<file path="src/rtl/instr_exec.sv">
// Instruction executor: accepts 8-bit instructions over valid/ready and runs them on an 8-bit accumulator.
// Optional INSTR_EXEC_FAST_MUL_EN selects a single-cycle multiplier instead of the 5-step shift-add.
module instr_exec #(
   parameter int unsigned MUL_STEPS = 5
) (
   input  logic       clock,
   input  logic       reset_n,
   input  logic       ena,
   input  logic [7:0] instr_in,
   input  logic       instr_valid,
   output logic       instr_ready,
   output logic [7:0] acc_out,
   output logic       zero_flag,
   output logic       carry_flag,
   output logic       busy,
   output logic       halted,
   output logic       retire
);

   localparam int unsigned DW  = 8;
   localparam int unsigned OPW = 5;
   localparam int unsigned PW  = 13;

   localparam logic [2:0] OP_ADD  = 3'b000;
   localparam logic [2:0] OP_SUB  = 3'b001;
   localparam logic [2:0] OP_MUL  = 3'b010;
   localparam logic [2:0] OP_AND  = 3'b011;
   localparam logic [2:0] OP_OR   = 3'b100;
   localparam logic [2:0] OP_XOR  = 3'b101;
   localparam logic [2:0] OP_LDI  = 3'b110;
   localparam logic [2:0] OP_HALT = 3'b111;

   typedef enum logic [1:0] {ST_IDLE, ST_MUL, ST_HALT} state_t;

   state_t          r_state;
   logic [DW-1:0]   r_acc;
   logic            r_zero;
   logic            r_carry;
   logic            r_retire;

   logic [2:0]      w_opcode;
   logic [DW-1:0]   w_op8;
   logic [DW-1:0]   w_res;
   logic            w_res_carry;

   assign w_opcode = instr_in[7:5];
   assign w_op8    = DW'(instr_in[OPW-1:0]);

`ifdef INSTR_EXEC_FAST_MUL_EN
   logic [PW-1:0]   w_fast_prod;
   assign w_fast_prod = PW'(r_acc) * PW'(instr_in[OPW-1:0]);
`else
   localparam int unsigned SW = 3;
   logic [PW-1:0]   r_mcand;
   logic [OPW-1:0]  r_mplier;
   logic [PW-1:0]   r_prod;
   logic [SW-1:0]   r_step;
   logic [PW-1:0]   w_mul_sum;
   logic            w_last;

   // Shift-add: multiplicand shifts left while multiplier bits are consumed LSB first
   assign w_mul_sum = r_prod + (r_mplier[0] ? r_mcand : PW'(0));
   assign w_last    = (r_step == SW'(MUL_STEPS - 1));
`endif

   // Single-cycle datapath result for the instruction on instr_in
   always_comb begin
      w_res       = r_acc;
      w_res_carry = 1'b0;
      case (w_opcode)
         OP_ADD:  {w_res_carry, w_res} = {1'b0, r_acc} + {1'b0, w_op8};
         OP_SUB:  {w_res_carry, w_res} = {1'b0, r_acc} - {1'b0, w_op8};
         OP_AND:  w_res = r_acc & w_op8;
         OP_OR:   w_res = r_acc | w_op8;
         OP_XOR:  w_res = r_acc ^ w_op8;
         OP_LDI:  w_res = w_op8;
`ifdef INSTR_EXEC_FAST_MUL_EN
         OP_MUL: begin
            w_res       = w_fast_prod[DW-1:0];
            w_res_carry = |w_fast_prod[PW-1:DW];
         end
`endif
         default: begin
            w_res       = r_acc;
            w_res_carry = 1'b0;
         end
      endcase
   end

   always_ff @(posedge clock or negedge reset_n) begin
      if (!reset_n) begin
         r_state  <= ST_IDLE;
         r_acc    <= '0;
         r_zero   <= 1'b1;
         r_carry  <= 1'b0;
         r_retire <= 1'b0;
`ifndef INSTR_EXEC_FAST_MUL_EN
         r_mcand  <= '0;
         r_mplier <= '0;
         r_prod   <= '0;
         r_step   <= '0;
`endif
      end else if (!ena) begin
         r_retire <= 1'b0;
      end else begin
         r_retire <= 1'b0;
         case (r_state)
            ST_IDLE: begin
               if (instr_valid) begin
                  if (w_opcode == OP_HALT) begin
                     r_state  <= ST_HALT;
                     r_retire <= 1'b1;
                  end
`ifndef INSTR_EXEC_FAST_MUL_EN
                  else if (w_opcode == OP_MUL) begin
                     r_state  <= ST_MUL;
                     r_mcand  <= PW'(r_acc);
                     r_mplier <= instr_in[OPW-1:0];
                     r_prod   <= '0;
                     r_step   <= '0;
                  end
`endif
                  else begin
                     r_acc    <= w_res;
                     r_carry  <= w_res_carry;
                     r_zero   <= (w_res == '0);
                     r_retire <= 1'b1;
                  end
               end
            end
            ST_MUL: begin
`ifndef INSTR_EXEC_FAST_MUL_EN
               r_prod   <= w_mul_sum;
               r_mcand  <= r_mcand << 1;
               r_mplier <= r_mplier >> 1;
               r_step   <= r_step + SW'(1);
               if (w_last) begin
                  r_acc    <= w_mul_sum[DW-1:0];
                  r_carry  <= |w_mul_sum[PW-1:DW];
                  r_zero   <= (w_mul_sum[DW-1:0] == '0);
                  r_retire <= 1'b1;
                  r_state  <= ST_IDLE;
               end
`else
               r_state <= ST_IDLE;
`endif
            end
            ST_HALT: r_state <= ST_HALT;
            default: r_state <= ST_IDLE;
         endcase
      end
   end

   assign instr_ready = ena & (r_state == ST_IDLE);
   assign busy        = (r_state != ST_IDLE);
   assign halted      = (r_state == ST_HALT);
   assign acc_out     = r_acc;
   assign zero_flag   = r_zero;
   assign carry_flag  = r_carry;
   assign retire      = r_retire;

endmodule

</file>
<file path="config.mk">
export PLATFORM = sky130hd
export DESIGN_NAME = instr_exec
export DESIGN_NICKNAME = d
export VERILOG_FILES = /design/src/rtl/instr_exec.sv
export SDC_FILE = /design/constraint.sdc
export NUM_CORES = 1
export LEC_CHECK = 0
export ABC_AREA = 1
export CAP_MARGIN = 40
export CORE_ASPECT_RATIO = 1.5
export CORE_MARGIN = 2
export CORE_UTILIZATION = 48
export DETAILED_ROUTE_END_ITERATION = 7
export GPL_TIMING_DRIVEN = 0
export PLACE_DENSITY = 0.66
export SLEW_MARGIN = 20
export SYNTH_ARGS = -nofsm -noshare
export SYNTH_HDL_FRONTEND = slang
export SYNTH_SLANG_ARGS = --single-unit
export TNS_END_PERCENT = 5
</file>
<file path="constraint.sdc">
create_clock -name clock -period 3.4 [get_ports clock]
set_clock_uncertainty 0.05 [all_clocks]
set_input_delay 0.85 -clock clock [delete_from_list [all_inputs] [get_ports clock]]
set_output_delay 0.85 -clock clock [all_outputs]
set_load 0.01 [all_outputs]
</file>
==> run_results.csv, run 1 <==
group,metric,value,unit
synth,syn-num-nets,618,
grt,grt_overflow_total,0,
sta,post-route-min-period,3070,ps
cts,worstSkewPairLatency,300,ps
placement,dpl_cell_area,0.00425,mm^2
setup_path,cp_max_fo,5,
power,power_frac_clock,0.157,
detailed_routing,drt_iter0_markers,232,
sta,final-setup-viol-count,0,
cts,cts_root_buffer,"clkbuf_16",
grt,grt_antenna_before_repair,0,
job,max_cap_violations,0,
synth,synth.distinct_cells,33,
die,dieArea,0.00877,mm^2
power,switching_share,0.477,
die,dieWidth,77.1,um
cts,cts_buffers,5,
final_layout,finalInstanceArea,0.00443,mm^2
synth,syn_area,0.00385,mm^2
cts,clock_sinks,47,
placement,globalplace.congestion,0.948,
final_layout,syn2layout_area_growth,15.0,%
setup_path,r2r_end,"zero_flag$_DFFE_PN1P_",
detailed_routing,drc,0,
setup_path,start_kind,"input port",
power,p_comb_frac,0.573,
die,core,0.00791,mm^2
cts,holdBufCountCts,0,
power,power_frac_seq,0.270,
power,max-vdd-ir-drop,0.328,mV
cts,cts_resized,0,
synth,synthCells,574,
sta,setup_tns,0,ps
power,power_density,840,mW/mm^2
final_layout,n_antenna_cell,0,
power,p_total,3720,uW
min_path,hold_class,"flip-flop to flip-flop",
setup_path,rr_worst_depth,12,
cts,cts_tree,"yes",
placement,port_buffers,25,
die,io_pins,26,
sta,max_freq,325,MHz
placement,dp_slack,93.6,ps
cts,clk_pin_slew,70,ps
grt,grt_pass1_vias,3855,
setup_path,regToRegSetupSlack,750,ps
sta,layout_setup_ws,327,ps
final_layout,drive_gt1_frac,0.0641,
sta,hold_viol,0,
detailed_routing,first_pass_iters,4,
cts,clock_path_buffers,2,
synth,avgSynthCellArea,6.71,um^2
synth,yosysWarnings,0,
run_status,status,"finished clean",
setup_path,arrival,2170,ps
die,initial_core_util,0.487,
grt,grt_usage,0.262,
cts,htreeDepth,2,
setup_path,path_class,"input port to output pin",
final_layout,fin_nets,651,
min_path,hold_end,"r_prod[0]$_DFFE_PN0P_",
detailed_routing,vias_per_cell,5.36,
setup_path,endpoint_kind,"output pin",
sta,tightest_slew,735,ps
setup_path,worstPathRequired,2500,ps
synth,yosysSeqAreaShare,0.306,
detailed_routing,wl_per_cell,15.3,um
grt,grt_pass1_wl,18.0,mm
setup_path,regToRegStartpoint,"r_mplier[0]$_DFFE_PN0P_",
final_layout,fin_util,0.560,
cts,cts_setup_buffers,0,
grt,grt_max_degree,30,
sta,finalMaxSlewViolations,0,
sta,rsz0062_at_grt,"false",
synth,synth_seq_cells,47,
die,row_count,40,
sta,slew_headroom,0.510,
min_path,hp-start,"r_prod[0]$_DFFE_PN0P_",
min_path,whs_path_depth,2,
detailed_routing,wirelength,10.9,mm
die,die_h,114,um
placement,post-dp-hpwl,8.82,mm
power,p_leak,0.00235,uW
detailed_routing,via_count,3825,
power,switching_power,1770,uW
sta,fin_crit_sh,0.904,
detailed_routing,ant_nets,0,
power,power.internal,1940,uW
-- cells by family after synthesis --
family	count (synthesis)	synth area share
AO/OA/AOI/OAI	85	0.129
XOR/XNOR	8	0.0182
flip-flops	47	0.306
adder cells (fa/ha/maj)	32	0.110
AND/OR/NAND/NOR	295	0.327
buffers and inverters	107	0.110
-- synth_stat cells, drive strengths merged --
cell type	n	area, um^2
o221ai	4	35.0
o21a	1	7.51
dfrtp	46	1150
nor3	7	40.0
o211ai	8	60.1
o22ai	9	56.3
buf	11	65.1
and2	1	6.26
fa	3	60.1
nor2	52	220
dfstp	1	26.3
or2	3	18.8
nand3	56	280
a21oi	16	80.1
nand3b	1	7.51
o21bai	3	22.5
a31oi	4	25.0
inv	91	342
clkbuf	5	18.8
nand4	10	62.6
o31ai	1	7.51
o21ai	39	203
xor2	8	70.1
nand2	165	622
ha	29	363
-- cell usage in the layout (no fill, tap or decap), types with 4 or more instances in the layout --
| cell | count |
|---|---|
| nor3_1 | 6 |
| xor2_1 | 8 |
| buf_4 | 4 |
| clkdlybuf4s50_1 | 24 |
| inv_1 | 85 |
| a31oi_1 | 4 |
| dfrtp_1 | 46 |
| a21oi_1 | 16 |
| clkbuf_1 | 5 |
| clkbuf_16 | 5 |
| nand4_1 | 10 |
| o22ai_1 | 9 |
| nor2_1 | 48 |
| ha_1 | 29 |
| inv_2 | 6 |
| buf_2 | 8 |
| o21ai_0 | 31 |
| nand2_1 | 164 |
| o211ai_1 | 8 |
| o21ai_1 | 6 |
| o221ai_1 | 4 |
| nand3_1 | 56 |
-- worst max path at each step --
stage / startpoint / endpoint / slack [ps]
floorplan: instr_in[0] / zero_flag$_DFFE_PN1P_ / 1060
global route: instr_in[2] / acc_out[7]$_DFFE_PN0P_ / 140
global placement: reset_n / acc_out[6]$_DFFE_PN0P_ / 70
CTS: ena / instr_ready / 330
finish: ena / instr_ready / 330
detailed placement: instr_in[3] / zero_flag$_DFFE_PN1P_ / 90
-- power by group through the flow --
stage               combinational (uW)  clock [uW]  sequential (uW)
floorplan                         1460           0              985
finish                            2130         583             1000
CTS                               2130         582             1000
detailed placement                2120           0             1010
global placement                  2070           0             1000
global route                      2410         614             1040
-- stage by stage --
| stage | hold WS (ps) | std cells |
|---|---|---|
| floorplan | 398 | 574 |
| global placement | 414 | 704 |
| detailed placement | 419 | 705 |
| CTS | 435 | 713 |
| global route | 478 | 713 |
| finish | 435 | 713 |
-- registers in the layout, indices dropped and copies added (netlist names) --
signal      flops
zero_flag       1
r_prod         13
r_state         2
retire          1
acc_out         8
carry_flag      1
r_mcand        13
r_step          3
r_mplier        5
-- layout make-up --
| class | instances | area [um^2] |
|---|---|---|
| buffer | 16 | 83.8 |
| clock buffer | 5 | 125 |
| clock inverter | 3 | 47.5 |
| fill | 849 | 3480 |
| inverter | 91 | 342 |
| multi-input combinational | 420 | 2250 |
| sequential | 47 | 1180 |
| tap | 105 | 131 |
| timing repair buffer | 26 | 273 |
-- routing by layer --
metal	vias to the layer above	track usage	part of all wire
li1	1914	-	-
met1	1824	0.266	0.38
met2	65	0.528	0.56
met3	22	0.0214	0.022
met4	0	0.120	0.037
met5	-	0	0
-- critical path, stage by stage --
cell             delay, ps
clkdlybuf4s50_1        600
inv_1                   90
nor2_1                 100
clkdlybuf4s50_1        530
No activity file was read; power rests on OpenSTA's default activity.
==> inputs of run 2 (changes only) <==
- SLEW_MARGIN: 20 -> unset
==> run_results.csv, run 2 (synthesis gave the netlist of run 1 again) <==
group,metric,value,unit
final_layout,fill_cells,819,
cts,cts_tree,"yes",
cts,holdBufCountCts,0,
final_layout,final_cells,713,
die,dieWidth,77.1,um
detailed_routing,wirelength,10.9,mm
cts,cts_resized,0,
cts,cts_root_buffer,"clkbuf_16",
setup_path,cp_max_fo,5,
power,power.internal,2010,uW
die,core,0.00791,mm^2
grt,grt_overflow_total,0,
final_layout,mostFrequentLayoutCell,"nand2_1",
cts,cts_buffers,5,
run_status,status,"finished clean",
cts,clk_pin_slew,70,ps
cts,clock_sinks,47,
detailed_routing,drt_iter0_markers,225,
grt,grt_pass1_vias,3861,
sta,final-setup-viol-count,0,
cts,worstSkewPairLatency,300,ps
power,power_frac_clock,0.170,
cts,cts_setup_buffers,0,
sta,post-route-min-period,3050,ps
final_layout,n_antenna_cell,0,
job,max_cap_violations,0,
detailed_routing,ant_nets,0,
final_layout,fin_util,0.561,
power,p_comb_frac,0.564,
power,max-vdd-ir-drop,0.306,mV
sta,hold_viol,0,
die,row_count,40,
placement,post-dp-hpwl,8.78,mm
placement,dp_slack,103,ps
final_layout,drive_gt1_frac,0.0625,
grt,grt_pass1_wl,17.9,mm
detailed_routing,wl_per_cell,15.3,um
setup_path,endpoint_kind,"output pin",
setup_path,arrival,2150,ps
detailed_routing,vias_per_cell,5.33,
final_layout,fin_nets,651,
power,power_frac_seq,0.266,
cts,clock_path_buffers,2,
detailed_routing,via_count,3800,
power,switching_power,1760,uW
final_layout,syn2layout_area_growth,15.2,%
power,switching_share,0.467,
setup_path,start_kind,"input port",
detailed_routing,drc,0,
sta,fin_hold_ws,389,ps
die,io_pins,26,
die,initial_core_util,0.487,
power,p_leak,0.00236,uW
power,power_density,851,mW/mm^2
sta,finalMaxSlewViolations,0,
grt,grt_usage,0.261,
sta,rsz0062_at_grt,"false",
placement,place_inst,705,
final_layout,most-common-layout-cells,"nand2_1, inv_1, nand3_1, nor2_1, dfrtp_1",
cts,htreeDepth,2,
min_path,hold_class,"input port to asynchronous set/reset pin",
sta,tightest_slew,576,ps
detailed_routing,first_pass_iters,4,
die,dieArea,0.00877,mm^2
setup_path,worstPathRequired,2500,ps
sta,max_freq,327,MHz
sta,layout_setup_ws,346,ps
placement,port_buffers,25,
grt,grt_max_degree,36,
die,die_h,114,um
sta,setup_tns,0,ps
sta,fin_crit_sh,0.898,
grt,grt_antenna_before_repair,0,
placement,globalplace.congestion,0.948,
setup_path,path_class,"input port to output pin",
sta,slew_headroom,0.616,
[run 2: cell types whose count changed in the layout (fill, tap and decap cells not counted)]
cell,before,now
clkbuf_1,5,6
clkinv_4,1,0
bufinv_16,1,2
buf_12,0,1
inv_6,1,0
buf_16,1,0
[run 2: path summary, 6_finish.rpt]
check	cells past startpoint	slack (ps)	end	from
max	4	350	instr_ready	ena
min	1	390	r_step[2]$_DFFE_PN0P_	reset_n
min in group clock	2	440	carry_flag$_DFFE_PN0P_	carry_flag$_DFFE_PN0P_
min reg2reg	2	440	carry_flag$_DFFE_PN0P_	carry_flag$_DFFE_PN0P_
max in group asynchronous	2	2340	zero_flag$_DFFE_PN1P_	reset_n
max reg2reg	12	770	zero_flag$_DFFE_PN1P_	r_mplier[0]$_DFFE_PN0P_
[run 2: power by group through the flow]
| stage | clock network, uW | logic (uW) | registers, uW |
|---|---|---|---|
| global route | 674 | 2410 | 1040 |
| detailed placement | 0 | 2110 | 1010 |
| CTS | 643 | 2130 | 1000 |
| global placement | 0 | 2070 | 1000 |
| finish | 644 | 2130 | 1000 |
| floorplan | 0 | 1460 | 985 |
[run 2: critical path, stage by stage]
cell,delay [ps]
clkdlybuf4s50_1,580
inv_1,80
nor2_1,100
clkdlybuf4s50_1,530
[run 2: metrics by stage]
| step | total power [uW] | cell area (um^2) |
|---|---|---|
| floorplan | 2450 | 3850 |
| global placement | 3070 | 4230 |
| detailed placement | 3130 | 4250 |
| CTS | 3780 | 4440 |
| global route | 4120 | 4440 |
| finish | 3780 | 4440 |
[run 2: final cells by class]
cell class	count	area [um^2]	area share
Buffer	16	83.8	0.0189
Multi-Input combinational cell	420	2250	0.507
Timing Repair Buffer	26	265	0.0598
Sequential cell	47	1180	0.265
Inverter	91	342	0.0770
Clock buffer	6	129	0.0291
Tap cell	105	131	0.0296
Clock inverter	2	60.1	0.0135
[run 2: per-layer routing]
metal	global-route usage	wire (um)
met1	0.269	4110
met2	0.519	6110
met3	0.0245	246
met4	0.124	427
met5	0	0
==> inputs of run 3 (changes only) <==
- REMOVE_ABC_BUFFERS: unset -> 1
==> run_results.csv, run 3 (synthesis gave the netlist of run 1 again) <==
group,metric,value,unit
sta,hold_viol,0,
power,p_comb_frac,0.558,
die,die_h,114,um
cts,clock_sinks,47,
detailed_routing,drc,0,
sta,layout_setup_ws,342,ps
die,dieArea,0.00877,mm^2
grt,grt_antenna_before_repair,0,
grt,grt_usage,0.242,
sta,fin_crit_sh,0.899,
cts,holdBufCountCts,0,
final_layout,mostFrequentLayoutCell,"nand2_1",
detailed_routing,first_pass_iters,4,
cts,clock_path_buffers,2,
final_layout,fin_util,0.546,
power,switching_power,1680,uW
placement,dp_slack,40.8,ps
die,initial_core_util,0.487,
detailed_routing,vias_per_cell,5.25,
detailed_routing,met1_length,3.97,mm
final_layout,most-common-layout-cells,"nand2_1, inv_1, nand3_1, nor2_1, dfrtp_1",
detailed_routing,dr_wl_met3,214,um
sta,rsz0062_at_grt,"false",
run_status,status,"finished clean",
sta,finalMaxSlewViolations,0,
sta,post-route-min-period,3060,ps
detailed_routing,wirelength,9.85,mm
setup_path,endpoint_kind,"flip-flop",
placement,globalplace.congestion,0.893,
cts,cts_buffers,5,
power,switching_share,0.477,
sta,setup_tns,0,ps
setup_path,regToRegSetupSlack,630,ps
final_layout,drive_gt1_frac,0.0473,
cts,worstSkewPairLatency,300,ps
setup_path,arrival,3170,ps
grt,grt_overflow_total,0,
power,p_leak,0.00229,uW
setup_path,path_class,"input port to flip-flop",
placement,post-dp-hpwl,7.74,mm
cts,cts_resized,0,
cts,cts_setup_buffers,0,
cts,cts_tree,"yes",
detailed_routing,drt_iter0_markers,199,
final_layout,fin_nets,635,
power,power_frac_clock,0.147,
sta,slew_headroom,0.608,
cts,cts_root_buffer,"clkbuf_16",
die,io_pins,26,
final_layout,n_antenna_cell,0,
power,power_density,817,mW/mm^2
detailed_routing,wl_per_cell,14.1,um
sta,max_freq,327,MHz
setup_path,cp_max_fo,27,
die,core,0.00791,mm^2
detailed_routing,via_count,3661,
setup_path,worstPathRequired,3510,ps
power,max-vdd-ir-drop,0.301,mV
job,max_cap_violations,0,
cts,clk_pin_slew,70,ps
grt,grt_pass1_wl,16.9,mm
sta,tightest_slew,586,ps
sta,final-setup-viol-count,0,
detailed_routing,met2_length,5.34,mm
setup_path,start_kind,"input port",
min_path,hold_class,"input port to asynchronous set/reset pin",
power,power_frac_seq,0.295,
final_layout,syn2layout_area_growth,12.2,%
power,power.internal,1840,uW
die,row_count,40,
detailed_routing,ant_nets,0,
grt,grt_max_degree,32,
grt,grt_pass1_vias,3592,
cts,htreeDepth,2,
placement,port_buffers,25,
sta,fin_hold_ws,428,ps
detailed_routing,top_layer,"met4",
die,dieWidth,77.1,um
## run 3: path summary, 6_finish.rpt
path,cells after the start,end,from
min,1,r_mcand[8]$_DFFE_PN0P_,reset_n
min in group clock,2,carry_flag$_DFFE_PN0P_,carry_flag$_DFFE_PN0P_
max,9,r_mplier[0]$_DFFE_PN0P_,instr_in[7]
max reg2reg,10,carry_flag$_DFFE_PN0P_,r_state[1]$_DFFE_PN0P_
max in group asynchronous,2,zero_flag$_DFFE_PN1P_,reset_n
min reg2reg,2,carry_flag$_DFFE_PN0P_,carry_flag$_DFFE_PN0P_
## run 3: worst max-delay path, stage by stage
cell and delay [ps]:
clkdlybuf4s50_1 680, inv_1 230, nor3_2 80, nor2_2 170, o21ai_2 110, nor2_4 470, inv_2 330, nand2_1 150
o221ai_1 110
## run 3: layout make-up
class | count | area, um^2
clock inverters | 2 | 16.3
well taps | 105 | 131
clock buffers | 6 | 139
repair buffers | 26 | 265
flip-flops and latches | 47 | 1180
inverters | 91 | 342
multi-input cells | 420 | 2250
fillers | 853 | 3590
## run 3: stage by stage
| stage | area (um^2) | power (uW) | instances |
|---|---|---|---|
| after floorplan | 3770 | 2400 | 558 |
| after global placement | 4150 | 2980 | 688 |
| after detailed placement | 4160 | 3020 | 689 |
| after CTS | 4320 | 3550 | 697 |
| after global routing | 4320 | 3890 | 697 |
| final | 4320 | 3530 | 697 |
## run 3: routing by layer
metal,global-route usage,vias to the layer above
li1,-,1884
met1,0.266,1702
met2,0.461,55
met3,0.0277,20
met4,0.107,0
met5,0,-
## run 3: power groups by stage
stage / Combinational (uW) / Clock, uW / Sequential [uW]
final: 1970 / 519 / 1040
after global routing: 2250 / 555 / 1080
after CTS: 1980 / 527 / 1040
after detailed placement: 1970 / 0 / 1050
after global placement: 1940 / 0 / 1040
after floorplan: 1380 / 0 / 1010
==> RTL change, RTL diff (flow settings as in run 1) <==
Encoding of `state_t`: now one-hot (3 bits for 3 states).
--- a/src/rtl/instr_exec.sv
+++ b/src/rtl/instr_exec.sv
@@ -30,7 +30,7 @@
    localparam logic [2:0] OP_LDI  = 3'b110;
    localparam logic [2:0] OP_HALT = 3'b111;
 
-   typedef enum logic [1:0] {ST_IDLE, ST_MUL, ST_HALT} state_t;
+   typedef enum logic [2:0] {ST_IDLE = 3'b001, ST_MUL = 3'b010, ST_HALT = 3'b100} state_t;
 
    state_t          r_state;
    logic [DW-1:0]   r_acc;
Behaviour: no difference found for any inputs over 4 cycles, from zero or initial values and one cycle with reset_n low; so few cycles prove little.
==> RTL change against run 1 <==
Power shrank 17%. Worst setup slack improved by 6.0 ps. Cell count shrank 4.6%. Non-clock buffer count increased by 1. Die area fell by 1.0%. Combinational power fell by 24%. Sequential cell count grew 1. Area after synthesis is 1.0% lower. Routed wire length fell by 5.9%. Final area shrank 1.8%. First-iteration DRC count down 19%. Clock power shrank 14%. Maximum frequency increased by 0.20%. Critical path type is now in2reg.
==> RTL change: results (changes against run 1) <==
| Metric | Value |
|---|---|
| Root Buffer | `clkbuf_16 (unchanged)` |
| Slowest stage delay, CP | `580 ps (was 600 ps)` |
| Clk buf depth | `2 (unchanged)` |
| Asr flop ratio synth | `100% (unchanged)` |
| Crit path max-delay family | `buffers and inverters (unchanged)` |
| Vias in the first global route | `3750 (was 3855)` |
| Worst slew margin relative to its limit | `63.3% (was 51.0%)` |
| Top fanout value on the critical path | `10 (was 5)` |
| Compound-cell area share of the yosys netlist | `12.9% (about the same)` |
| Worst Hold Class | `reg2reg (unchanged)` |
| Top cells by area, synth | `dfrtp_1 30%, nand2_1 14%, ha_1 9.5% (was dfrtp_1 30%, nand2_1 16%, ha_1 9.4%)` |
| Share of cells above drive strength 1 | `6.75% (was 6.41%)` |
| WL final | `10.2 mm (was 10.9 mm)` |
| Post-Syn Nets | `588 (was 618)` |
| LEAKAGE | `2.24 nW (was 2.35 nW)` |
| Worst Path Arrival | `3240 ps (was 2170 ps)` |
| I/O Buffers | `24 (was 25)` |
| Pin count of the biggest net entering global routing | `28 (was 30)` |
| Total track usage | `25.2% (was 26.2%)` |
| Commonest cells in the netlist | `141 x nand2_1, 73 x inv_1, 62 x nand3_1 (was 164 x nand2_1, 85 x inv_1, 56 x nand3_1)` |
| Post-synthesis sequential area ratio | `31.6% (was 30.6%)` |
| Diode count | `0 (unchanged)` |
| Resize count post-CTS | `0 (unchanged)` |
| Global-route wire length before repair | `17.4 mm (was 18.0 mm)` |
| H-Tree Depth | `2 (unchanged)` |
| Placer Congestion | `0.872 (was 0.948)` |
| Post-DR vias/cell | `5.29 (was 5.36)` |
| Worst skew pair latency | `290 ps` |
| Initial antenna violation count | `1 (was 0)` |
| Clock slew seen by the registers of the worst setup and hold paths | `70 ps (about the same)` |
| Number of buffers created by CTS | `5 (unchanged)` |
| Area share of fa/ha/maj cells after synthesis | `11.1% (was 11.0%)` |
| CP max stage cell | `clkdlybuf4s50_1 (unchanged)` |
| Dpl hpwl | `8.15 mm (was 8.82 mm)` |
| 1st-iter DRT viols | `188 (was 232)` |
| # Post-CTS Setup Buffers | `0 (unchanged)` |
| Synth Area in XOR/XNOR | `2.53% (was 1.82%)` |
| Synth warnings | `0 (unchanged)` |
| Final net count | `621 (was 651)` |
| Outcome | `finished, final reports clean (unchanged)` |
| Post-synth top flop | `dfrtp_1 (unchanged)` |
| Distinct cell type count after synthesis | `36 (was 33)` |
| Detailed Routing Iterations Pass 1 | `5 (was 4)` |
| Mux cell area share after synthesis | `0% (unchanged)` |
| Worst VDD drop | `0.402 mV (was 0.328 mV)` |
RTL change: per-stage QoR:
| stage | area [um2] | worst slack [ps] | util, % | instances |
|---|---|---|---|---|
| after floorplan | 3810 | 1020 | - | 544 |
| final | 4350 | 333 | 56.7 | 680 |
| after global routing | 4350 | 91.9 | 56.7 | 680 |
| after detailed placement | 4190 | 53.9 | 54.7 | 671 |
| after CTS | 4340 | 343 | 56.7 | 679 |
| after global placement | 4180 | 35.8 | 54.5 | 670 |
RTL change: layout make-up:
class / count / area, um2
fillers: 777 / 3310
inverters: 78 / 293
repair buffers: 26 / 260
clock inverters: 2 / 10.0
plain buffers: 17 / 78.8
flip-flops and latches: 48 / 1200
multi-input cells: 401 / 2230
well taps: 102 / 128
clock buffers: 6 / 139
RTL change: report_power, final:
part	switching, mW	total (mW)	internal (mW)
Combinational	0.985	1.61	0.626
Clock	0.214	0.504	0.290
Sequential	0.186	0.966	0.781
RTL change: final timing paths:
check / depth (start not counted) / slack [ps] / startpoint / to
setup / recovery: 12 / 330 / instr_in[2] / zero_flag
setup reg to reg: 14 / 740 / r_mplier[0] / zero_flag
hold / removal: 2 / 440 / carry_flag / carry_flag
max in group asynchronous: 2 / 2190 / reset_n / r_state[0]
min in group asynchronous: 1 / 490 / reset_n / r_prod[12]
hold reg to reg: 2 / 440 / carry_flag / carry_flag
RTL change: metal layers:
layer  GRT usage (%)  wire [um]  up-vias
met5               0          0        -
met3            3.03        224       17
met4            10.7        291        0
li1                -          -     1850
met2            48.1       5510       57
met1            27.6       4220     1671
RTL change: cells by family (layout without fill, tap and decap cells):
group | Yosys count | in the layout
DFF | 48 | 48
and+or+nand+nor | 280 | 280
buffers and inverters | 95 | 129
xor gates and xnor gates | 11 | 11
adders and majority gates | 32 | 32
AOI/OAI and AO/OA | 78 | 78
RTL change: worst min-delay path: cells and delay by family, from the launching register on:
family | cells | cell delay, ps
flops | 1 | 350
simple gates | 2 | 100
